[config.mk]
export PLATFORM = sky130hd
export DESIGN_NAME = width_change_ctrl_flat
export DESIGN_NICKNAME = d
export VERILOG_FILES = /design/src/rtl/width_change_if.sv /design/src/rtl/width_change_ctrl.sv /design/src/flat_wrapper.sv
export SDC_FILE = /design/constraint.sdc
export NUM_CORES = 1
export LEC_CHECK = 0
export CAP_MARGIN = 20
export CORE_ASPECT_RATIO = 0.7
export CORE_UTILIZATION = 37
export CTS_BUF_LIST = sky130_fd_sc_hd__clkbuf_8
export DETAILED_ROUTE_END_ITERATION = 8
export SYNTH_ARGS = -nofsm -noshare
export SYNTH_HDL_FRONTEND = slang
export SYNTH_SLANG_ARGS = --single-unit
[constraint.sdc]
create_clock -name Ref_Clk -period 3.1 [get_ports Ref_Clk]
set_input_delay 0.93 -clock Ref_Clk [delete_from_list [all_inputs] [get_ports Ref_Clk]]
set_output_delay 0.93 -clock Ref_Clk [all_outputs]
set_load 0.03 [all_outputs]
[src/rtl/width_change_if.sv]
// Signal bundle between the width-change controller and the PHY-side logic that requests width changes.
// The slave modport is the controller's view; the master modport is the requester's view.
interface width_change_if;
  logic       PLL_Locked;
  logic       Width_Req;
  logic [5:0] Width_Req_Val;
  logic [5:0] DataBusWidth;
  logic [7:0] Div_Ratio;
  logic       Clk_Gate_En;
  logic       PhyStatus;
  logic       Width_Ack;
  logic       Width_Err;
  logic       Busy;

  modport slave (
    input  PLL_Locked, Width_Req, Width_Req_Val,
    output DataBusWidth, Div_Ratio, Clk_Gate_En, PhyStatus, Width_Ack, Width_Err, Busy
  );

  modport master (
    output PLL_Locked, Width_Req, Width_Req_Val,
    input  DataBusWidth, Div_Ratio, Clk_Gate_En, PhyStatus, Width_Ack, Width_Err, Busy
  );
endinterface

[src/rtl/width_change_ctrl.sv]
// Data-bus width change sequencer: waits for PLL lock, then gates PCLK, updates the divider,
// settles, and ungates PCLK. All outputs are registered.
module width_change_ctrl #(
  parameter int LOCK_CYCLES   = 64,
  parameter int GATE_CYCLES   = 4,
  parameter int SETTLE_CYCLES = 16
) (
  input logic           Ref_Clk,
  input logic           rst,
  width_change_if.slave wc
);

  localparam int LOCK_W    = $clog2(LOCK_CYCLES + 1);
  localparam int PHASE_MAX = (GATE_CYCLES > SETTLE_CYCLES) ? GATE_CYCLES : SETTLE_CYCLES;
  localparam int PHASE_W   = $clog2(PHASE_MAX + 1);

  localparam logic [LOCK_W-1:0]  LOCK_LAST   = LOCK_W'(LOCK_CYCLES - 1);
  localparam logic [PHASE_W-1:0] GATE_LAST   = PHASE_W'(GATE_CYCLES - 1);
  localparam logic [PHASE_W-1:0] SETTLE_LAST = PHASE_W'(SETTLE_CYCLES - 1);
  localparam logic [5:0]         RST_WIDTH   = 6'd8;
  localparam logic [7:0]         RST_DIV     = 8'd10;

  typedef enum logic [2:0] {
    S_WAIT_LOCK,
    S_IDLE,
    S_GATE,
    S_UPDATE,
    S_SETTLE,
    S_DONE
  } state_e;

  state_e             state_q, state_d;
  logic [LOCK_W-1:0]  lock_cnt_q, lock_cnt_d;
  logic [PHASE_W-1:0] phase_cnt_q, phase_cnt_d;
  logic [5:0]         req_width_q, req_width_d;
  logic [5:0]         width_q, width_d;
  logic [7:0]         div_q, div_d;
  logic               gate_en_q, gate_en_d;
  logic               phy_status_q, phy_status_d;
  logic               ack_q, ack_d;
  logic               err_q, err_d;
  logic               busy_q, busy_d;
  logic               same_width_ack;

  function automatic logic legal_width(input logic [5:0] w);
    case (w)
      6'd8, 6'd16, 6'd32: legal_width = 1'b1;
      default:            legal_width = 1'b0;
    endcase
  endfunction

  function automatic logic [7:0] div_for(input logic [5:0] w);
    case (w)
      6'd8:    div_for = 8'd10;
      6'd16:   div_for = 8'd20;
      6'd32:   div_for = 8'd40;
      default: div_for = RST_DIV;
    endcase
  endfunction

  always_comb begin
    // NOTE: every variable gets a default before the case so no path can leave one unassigned (no latches).
    state_d        = state_q;
    lock_cnt_d     = lock_cnt_q;
    phase_cnt_d    = phase_cnt_q;
    req_width_d    = req_width_q;
    width_d        = width_q;
    div_d          = div_q;
    err_d          = 1'b0;
    same_width_ack = 1'b0;

    case (state_q)
      S_WAIT_LOCK: begin
        if (!wc.PLL_Locked) begin
          lock_cnt_d = '0;
        end else if (lock_cnt_q >= LOCK_LAST) begin
          state_d    = S_IDLE;
          lock_cnt_d = '0;
        end else begin
          lock_cnt_d = lock_cnt_q + LOCK_W'(1);
        end
      end

      S_IDLE: begin
        // Lock loss wins over a simultaneous request, which is then dropped silently.
        if (!wc.PLL_Locked) begin
          state_d = S_WAIT_LOCK;
        end else if (wc.Width_Req) begin
          if (!legal_width(wc.Width_Req_Val)) begin
            err_d = 1'b1;
          end else if (wc.Width_Req_Val == width_q) begin
            same_width_ack = 1'b1;
          end else begin
            req_width_d = wc.Width_Req_Val;
            state_d     = S_GATE;
          end
        end
      end

      S_GATE: begin
        if (!wc.PLL_Locked) begin
          err_d   = 1'b1;
          state_d = S_WAIT_LOCK;
        end else if (phase_cnt_q >= GATE_LAST) begin
          state_d = S_UPDATE;
        end else begin
          phase_cnt_d = phase_cnt_q + PHASE_W'(1);
        end
      end

      S_UPDATE: begin
        // The divider is committed even if lock drops in this same cycle.
        width_d = req_width_q;
        div_d   = div_for(req_width_q);
        if (!wc.PLL_Locked) begin
          err_d   = 1'b1;
          state_d = S_WAIT_LOCK;
        end else begin
          state_d = S_SETTLE;
        end
      end

      S_SETTLE: begin
        if (!wc.PLL_Locked) begin
          err_d   = 1'b1;
          state_d = S_WAIT_LOCK;
        end else if (phase_cnt_q >= SETTLE_LAST) begin
          state_d = S_DONE;
        end else begin
          phase_cnt_d = phase_cnt_q + PHASE_W'(1);
        end
      end

      S_DONE: begin
        state_d = wc.PLL_Locked ? S_IDLE : S_WAIT_LOCK;
      end

      default: state_d = S_WAIT_LOCK;
    endcase

    if (state_d != state_q) begin
      phase_cnt_d = '0;
    end
    if (state_d != S_WAIT_LOCK) begin
      lock_cnt_d = '0;
    end

    // Outputs are decoded from the next state so the registered value lines up with the state.
    gate_en_d    = (state_d == S_IDLE) || (state_d == S_DONE);
    phy_status_d = (state_d == S_WAIT_LOCK) || (state_d == S_DONE) || same_width_ack;
    ack_d        = (state_d == S_DONE) || same_width_ack;
    busy_d       = (state_d != S_IDLE);
  end

  // NOTE: sequential state uses non-blocking assignments so all flops update together on the edge.
  always_ff @(posedge Ref_Clk or posedge rst) begin
    if (rst) begin
      state_q      <= S_WAIT_LOCK;
      lock_cnt_q   <= '0;
      phase_cnt_q  <= '0;
      req_width_q  <= RST_WIDTH;
      width_q      <= RST_WIDTH;
      div_q        <= RST_DIV;
      gate_en_q    <= 1'b0;
      phy_status_q <= 1'b1;
      ack_q        <= 1'b0;
      err_q        <= 1'b0;
      busy_q       <= 1'b1;
    end else begin
      state_q      <= state_d;
      lock_cnt_q   <= lock_cnt_d;
      phase_cnt_q  <= phase_cnt_d;
      req_width_q  <= req_width_d;
      width_q      <= width_d;
      div_q        <= div_d;
      gate_en_q    <= gate_en_d;
      phy_status_q <= phy_status_d;
      ack_q        <= ack_d;
      err_q        <= err_d;
      busy_q       <= busy_d;
    end
  end

  assign wc.DataBusWidth = width_q;
  assign wc.Div_Ratio    = div_q;
  assign wc.Clk_Gate_En  = gate_en_q;
  assign wc.PhyStatus    = phy_status_q;
  assign wc.Width_Ack    = ack_q;
  assign wc.Width_Err    = err_q;
  assign wc.Busy         = busy_q;

endmodule
[src/flat_wrapper.sv]
// flat-port wrapper written by rule: the top's interface ports become plain ports
module width_change_ctrl_flat 
#(
  parameter int LOCK_CYCLES   = 64,
  parameter int GATE_CYCLES   = 4,
  parameter int SETTLE_CYCLES = 16
)
  (Ref_Clk, rst, wc_PLL_Locked, wc_Width_Req, wc_Width_Req_Val, wc_DataBusWidth, wc_Div_Ratio, wc_Clk_Gate_En, wc_PhyStatus, wc_Width_Ack, wc_Width_Err, wc_Busy);
  width_change_if wc_i ();
  input logic Ref_Clk;
  input logic rst;
  input wire logic [$bits(wc_i.PLL_Locked)-1:0] wc_PLL_Locked;
  input wire logic [$bits(wc_i.Width_Req)-1:0] wc_Width_Req;
  input wire logic [$bits(wc_i.Width_Req_Val)-1:0] wc_Width_Req_Val;
  output wire logic [$bits(wc_i.DataBusWidth)-1:0] wc_DataBusWidth;
  output wire logic [$bits(wc_i.Div_Ratio)-1:0] wc_Div_Ratio;
  output wire logic [$bits(wc_i.Clk_Gate_En)-1:0] wc_Clk_Gate_En;
  output wire logic [$bits(wc_i.PhyStatus)-1:0] wc_PhyStatus;
  output wire logic [$bits(wc_i.Width_Ack)-1:0] wc_Width_Ack;
  output wire logic [$bits(wc_i.Width_Err)-1:0] wc_Width_Err;
  output wire logic [$bits(wc_i.Busy)-1:0] wc_Busy;
  assign wc_i.PLL_Locked = wc_PLL_Locked;
  assign wc_i.Width_Req = wc_Width_Req;
  assign wc_i.Width_Req_Val = wc_Width_Req_Val;
  assign wc_DataBusWidth = wc_i.DataBusWidth;
  assign wc_Div_Ratio = wc_i.Div_Ratio;
  assign wc_Clk_Gate_En = wc_i.Clk_Gate_En;
  assign wc_PhyStatus = wc_i.PhyStatus;
  assign wc_Width_Ack = wc_i.Width_Ack;
  assign wc_Width_Err = wc_i.Width_Err;
  assign wc_Busy = wc_i.Busy;
  width_change_ctrl #(.LOCK_CYCLES(LOCK_CYCLES), .GATE_CYCLES(GATE_CYCLES), .SETTLE_CYCLES(SETTLE_CYCLES)) u_core (.Ref_Clk(Ref_Clk), .rst(rst), .wc(wc_i));
endmodule
### Word-level counts from Yosys, hierarchy flattened

Index checks and enable logic that the tools add are counted.

* add/sub/neg operators: 2
* multipliers: 0
* reduce and logical (&&, ||, !) cells: 13
* muxes and demuxes: 38
* div/mod/pow operators: 0
* eq/ne operators: 19
* shift-type cells: 0
* bitwise operators: 1
* $lt $le $gt $ge: 3

Operators with widths (count)
* 2-to-1 mux 3 bit: 11
* 2-to-1 mux 7 bit: 4
* 2-to-1 mux 5 bit: 5
* case mux 3 bit (6 select lines): 1
* 2-to-1 mux 1 bit: 14
* equality test 6 x 5 -> 1 bit (second input constant): 2
* equality test 6 bit (second input constant): 2
* case mux 6 bit (2 select lines): 1
* case mux 5 bit (2 select lines): 1
* AND reduction 5 bit: 2
* equality test 3 bit (second input constant): 3
* adder 7 x 1 -> 7 bit (second input constant): 1
* >= comparator 7 x 6 -> 1 bit (second input constant): 1
* equality test 3 x 1 -> 1 bit (second input constant): 2
* equality test 3 x 2 -> 1 bit (second input constant): 2
* equality test 6 x 4 -> 1 bit (second input constant): 1
* equality test 6 bit: 1
* logical NOT 3 bit: 2
* != test 3 x 2 -> 1 bit (second input constant): 2
* != test 3 bit (second input constant): 2
* nonzero test 3 bit: 2
* OR reduction 3 bit: 2
* adder 5 x 1 -> 5 bit (second input constant): 1
* >= comparator 5 x 2 -> 1 bit (second input constant): 1
* other kinds (7): 10

* RAM bits: 0
* memories: 0
* latch bits: 0
* memory bits (read-only): 0
* register bits: 40
* output and inout bits: 19

### Longest topological paths before layout

* depth after elaboration: 13
* depth in mapped cells: 8

### Worst setup path after synthesis

No wires, ideal clock.

* path kind: input-to-reg
* from: input port wc_PLL_Locked
* to: register u_core.lock_cnt_q[3]
* path buffers: 1
* data required time: 3.027 ns
* setup time: 0.073 ns
* arrival: 2.283 ns
* stages: 6
* setup slack: 0.744 ns
* path through: clkbuf_2 -> or4b_4 -> a311oi_4 -> a21o_1 -> a22oi_1 -> nor2_1

* cells in the longest elaborated chain, start to end: 4
* elaborated cells on any way between the ends: 12
* classes of those cells: mux: 10; reduce/logical: 2

RTL lines
* from (decl): RTL line flat_wrapper.sv:12 `input wire logic [$bits(wc_i.PLL_Locked)-1:0] wc_PLL_Locked;`
* 2-to-1 mux 1 bit (tied with other cells): RTL line width_change_ctrl.sv:135 `state_d = wc.PLL_Locked ? S_IDLE : S_WAIT_LOCK;`
* case mux 3 bit (6 select lines): RTL line width_change_ctrl.sv:72 `case (state_q)`
* nonzero test 3 bit: RTL line width_change_ctrl.sv:144 `if (state_d != S_WAIT_LOCK) begin`
* 2-to-1 mux 7 bit or nonzero test 2 bit (tied branches)
* to (signal assigned): RTL line width_change_ctrl.sv:171 `lock_cnt_q <= lock_cnt_d;`
* to (decl): RTL line width_change_ctrl.sv:33 `logic [LOCK_W-1:0] lock_cnt_q, lock_cnt_d;`

Several ways; a longest one is shown, not always the timed one. The select of a mux whose other input is x is not followed.
A chain may end at the register's enable or synchronous reset.

### Worst setup path in the final report

Same ends and word-level chain as after synthesis.

==> metrics.txt <==
# TYPE chip_impl_metric gauge
chip_impl_metric{name="max_cap_viol_count",unit=""} 0
chip_impl_metric{name="ys_seq_area_frac",unit=""} 0.473
chip_impl_metric{name="clock_transition_at_the_registers_of_the_reported_paths",unit="ns"} 0.07
chip_impl_metric{name="numPlacedInstances",unit=""} 276
chip_impl_metric{name="die_w",unit="um"} 88.1
chip_impl_metric{name="synth.lib_cells_used.distinct",unit=""} 51
chip_impl_metric{name="min_delay_path_depth",unit=""} 2
chip_impl_metric{name="worstSkewPairLatency",unit="ns"} 0.29
chip_impl_metric{name="grt_first_pass_wirelength",unit="um"} 6790
chip_impl_metric{name="critical_path.max_fanout",unit=""} 10
chip_impl_metric{name="max-vdd-ir-drop",unit="mV"} 0.221
chip_impl_metric{name="final-hold-violation-count",unit=""} 0
chip_impl_metric{name="leakage",unit="uW"} 0.00103
chip_impl_metric{name="die-area",unit="mm^2"} 0.00549
chip_impl_metric{name="setup-violations-final",unit=""} 0
chip_impl_info{name="setup_repair_after_global_routing_missed_its_margin",value="no"} 1
chip_impl_metric{name="clock-skew-final",unit="ns"} 0.00746
chip_impl_metric{name="ys_seq_elements",unit=""} 36
chip_impl_metric{name="critical_path_rt",unit="ns"} 3.32
chip_impl_metric{name="fin_worst_hold_slack",unit="ns"} 0.481
chip_impl_info{name="most-common-layout-cells",value="30 x dfrtp_1, 25 x clkdlybuf4s50_1, 18 x nand2_1, 14 x nor2_1"} 1
chip_impl_metric{name="input_output_buffers",unit=""} 25
chip_impl_metric{name="cts_post_setup_buffers_inserted",unit=""} 0
chip_impl_info{name="synth.top_cells.by_area",value="dfrtp_1 39%, dfstp_2 8.2%, mux2_2 5.3%"} 1
chip_impl_metric{name="routability_congestion_estimate",unit=""} 0.780
chip_impl_info{name="crit_path_start_kind",value="input port"} 1
chip_impl_metric{name="synthCells",unit=""} 186
chip_impl_metric{name="core_area",unit="mm^2"} 0.00489
chip_impl_metric{name="finalInstanceArea",unit="mm^2"} 0.00233
chip_impl_metric{name="syn_to_final_growth",unit="%"} 21.1
chip_impl_metric{name="slew-limit-headroom",unit=""} 0.568
chip_impl_metric{name="post-route-period-util",unit=""} 0.873
chip_impl_metric{name="initial_utilization",unit=""} 0.393
chip_impl_metric{name="pwr_density_cell",unit="mW/mm^2"} 391
chip_impl_info{name="most_common_library_cell_in_the_layout_ignoring_fill_and_taps",value="dfrtp_1"} 1
chip_impl_metric{name="dp_hpwl",unit="um"} 2910
chip_impl_metric{name="cts_buffer_count",unit=""} 5
chip_impl_metric{name="gr-total-overflow",unit=""} 0
chip_impl_metric{name="grt_start_max_net_pins",unit=""} 37
chip_impl_metric{name="fin_cells",unit=""} 284
chip_impl_metric{name="postRouteAntennaNets",unit=""} 0
chip_impl_metric{name="remaining_drc_errors",unit=""} 0
chip_impl_metric{name="htree_num_levels",unit=""} 2
chip_impl_metric{name="dpl-instance-area",unit="mm^2"} 0.00223
chip_impl_info{name="min_path_type",value="reg -> reg"} 1
chip_impl_info{name="tritoncts",value="built"} 1
chip_impl_metric{name="firstDrtPassIters",unit=""} 4
chip_impl_metric{name="final-max-slew-violation-count",unit=""} 0
chip_impl_metric{name="routed_via_density",unit=""} 5.17
chip_impl_metric{name="number_of_clock_sinks",unit=""} 36
chip_impl_metric{name="fin_crit",unit="ns"} 2.71
chip_impl_metric{name="drt_first_iter_violations",unit=""} 71
chip_impl_metric{name="ctsResizeCount",unit=""} 0
chip_impl_metric{name="synth_top_area_share",unit=""} 0.391
chip_impl_metric{name="clk_path_buf_depth",unit=""} 2
chip_impl_info{name="synth_area_leader",value="dfrtp_1"} 1
chip_impl_metric{name="drive_above_1_share",unit=""} 0.153
chip_impl_metric{name="boundaryPins",unit=""} 29
chip_impl_metric{name="mappedNetlistArea",unit="mm^2"} 0.00192
chip_impl_metric{name="core.rowCount",unit=""} 21
chip_impl_info{name="cp-end-kind",value="register"} 1
chip_impl_metric{name="postSynth.asyncResetShare",unit=""} 1.00
chip_impl_metric{name="fin_total_pwr",unit="uW"} 910
chip_impl_metric{name="synth.avg_cell_area",unit="um^2"} 10.3
chip_impl_metric{name="reg2reg_depth",unit=""} 8
chip_impl_metric{name="crit_arrival",unit="ns"} 2.93
chip_impl_metric{name="number_of_warning_messages_in_the_yosys_log",unit=""} 0
chip_impl_metric{name="timing_worst_slew_pin_value",unit="ns"} 0.643
chip_impl_metric{name="vias",unit=""} 1468
chip_impl_metric{name="grt_antenna_before_repair",unit=""} 0
chip_impl_metric{name="grt_pass1_vias",unit=""} 1381
chip_impl_metric{name="highest_clock_frequency_the_design_can_meet",unit="GHz"} 0.369
chip_impl_info{name="postSynth.topFlopCell",value="dfrtp_1"} 1
chip_impl_metric{name="track_usage",unit=""} 0.162
chip_impl_metric{name="n_antenna_cell",unit=""} 0
chip_impl_metric{name="cts_hold_bufs",unit=""} 0
chip_impl_metric{name="detail_route.wl_per_cell",unit="um"} 14.2
chip_impl_info{name="worst-setup-path-type",value="in -> reg"} 1
chip_impl_metric{name="finish.net_count",unit=""} 227
chip_impl_info{name="status",value="finished, final reports clean"} 1
chip_impl_metric{name="postRouteWirelength",unit="um"} 4030
chip_impl_info{name="clk_root_buffer_cell",value="clkbuf_8"} 1
chip_impl_metric{name="synth-edff-count",unit=""} 0
chip_impl_metric{name="fin_setup_tns",unit="ns"} 0
chip_impl_metric{name="die-height",unit="um"} 62.3
cells in the mapped netlist, types with 2 or more instances:
cell      number
dfrtp_1       30
nand2_1       18
nor2_1        14
mux2_2         9
nand3_1        9
o21ai_0        8
xnor2_1        7
a21oi_1        6
dfstp_2        6
nand4_1        6
and2_1         5
buf_4          4
inv_1          4
a21boi_0       3
a21o_1         3
a31oi_1        3
and3_1         3
clkbuf_1       3
ha_1           3
nand2b_1       3
nand3b_1       3
a22oi_1        2
mux2i_1        2
nor3_1         2
nor4_1         2
o22ai_1        2
or3_1          2
per-stage QoR:
| stage | utilization | setup slack, ns |
|---|---|---|
| after detailed placement | 0.457 | 0.105 |
| after global placement | 0.457 | 0.163 |
| after floorplan | - | 0.744 |
| final | 0.476 | 0.394 |
| after CTS | 0.476 | 0.420 |
| after global routing | 0.476 | 0.292 |
worst paths after layout:
check	startpoint	end	slack, ns
max	wc_PLL_Locked	u_core.lock_cnt_q[3]$_DFFE_PP0P_	0.39
max in group asynchronous	rst	u_core.wc.DataBusWidth[3]$_DFFE_PP1N_	1.71
min in group asynchronous	rst	u_core.wc.Div_Ratio[5]$_DFFE_PP0N_	1.05
min reg2reg	u_core.wc.Div_Ratio[5]$_DFFE_PP0N_	u_core.wc.Div_Ratio[5]$_DFFE_PP0N_	0.48
min	u_core.wc.Div_Ratio[5]$_DFFE_PP0N_	u_core.wc.Div_Ratio[5]$_DFFE_PP0N_	0.48
max reg2reg	u_core.phase_cnt_q[0]$_DFFE_PP0P_	u_core.phase_cnt_q[2]$_DFFE_PP0P_	0.70
sequential cells by signal, indices dropped and copies added (netlist names):
signal and flops:
u_core.wc.Width_Err 1, u_core.phase_cnt_q 5, u_core.req_width_q 6, u_core.wc.PhyStatus 1, u_core.wc.Div_Ratio 4, u_core.wc.Clk_Gate_En 1
u_core.wc.DataBusWidth 6, u_core.lock_cnt_q 7, u_core.wc.Width_Ack 1, u_core.state_q 3, u_core.wc.Busy 1
critical path: stages:
cell and delay [ns]:
clkdlybuf4s50_1 0.64, or4b_4 0.53, a311oi_4 0.47, a21o_1 0.18
a22oi_1 0.08, nor2_1 0.10
cell type report:
class,count,area (um^2)
fill,469,2560
multi-input combinational,138,943
sequential,36,908
timing repair buffer,29,280
tap,69,86.3
clock buffer,6,82.6
inverter,4,15.0
clock inverter,2,11.3
metal layers:
layer | vias to the layer above | track usage | part of all wire
met5 | - | 0 | 0
met3 | 7 | 0.0439 | 0.037
met4 | 0 | 0.0484 | 0.012
met2 | 28 | 0.207 | 0.39
li1 | 725 | - | -
met1 | 708 | 0.259 | 0.56
cells by family (layout without fill, tap and decap cells):
logic type,count (synthesis),in the layout,share of synthesized area
other cells,1,3,0.00195
simple gates,74,74,0.214
fa+ha+maj,3,3,0.0195
mux,11,11,0.0632
flops,36,36,0.473
compound gates,39,39,0.152
xor+xnor,8,8,0.0365
buf+inv,14,41,0.0404
where the power goes:
group          internal, uW  total [uW]  switching (uW)
sequential              480         494            14.3
combinational          31.5        70.2            38.7
clock                   177         346             168
total                   689         910             221
Note: power is estimated with default switching activity, not from simulation.
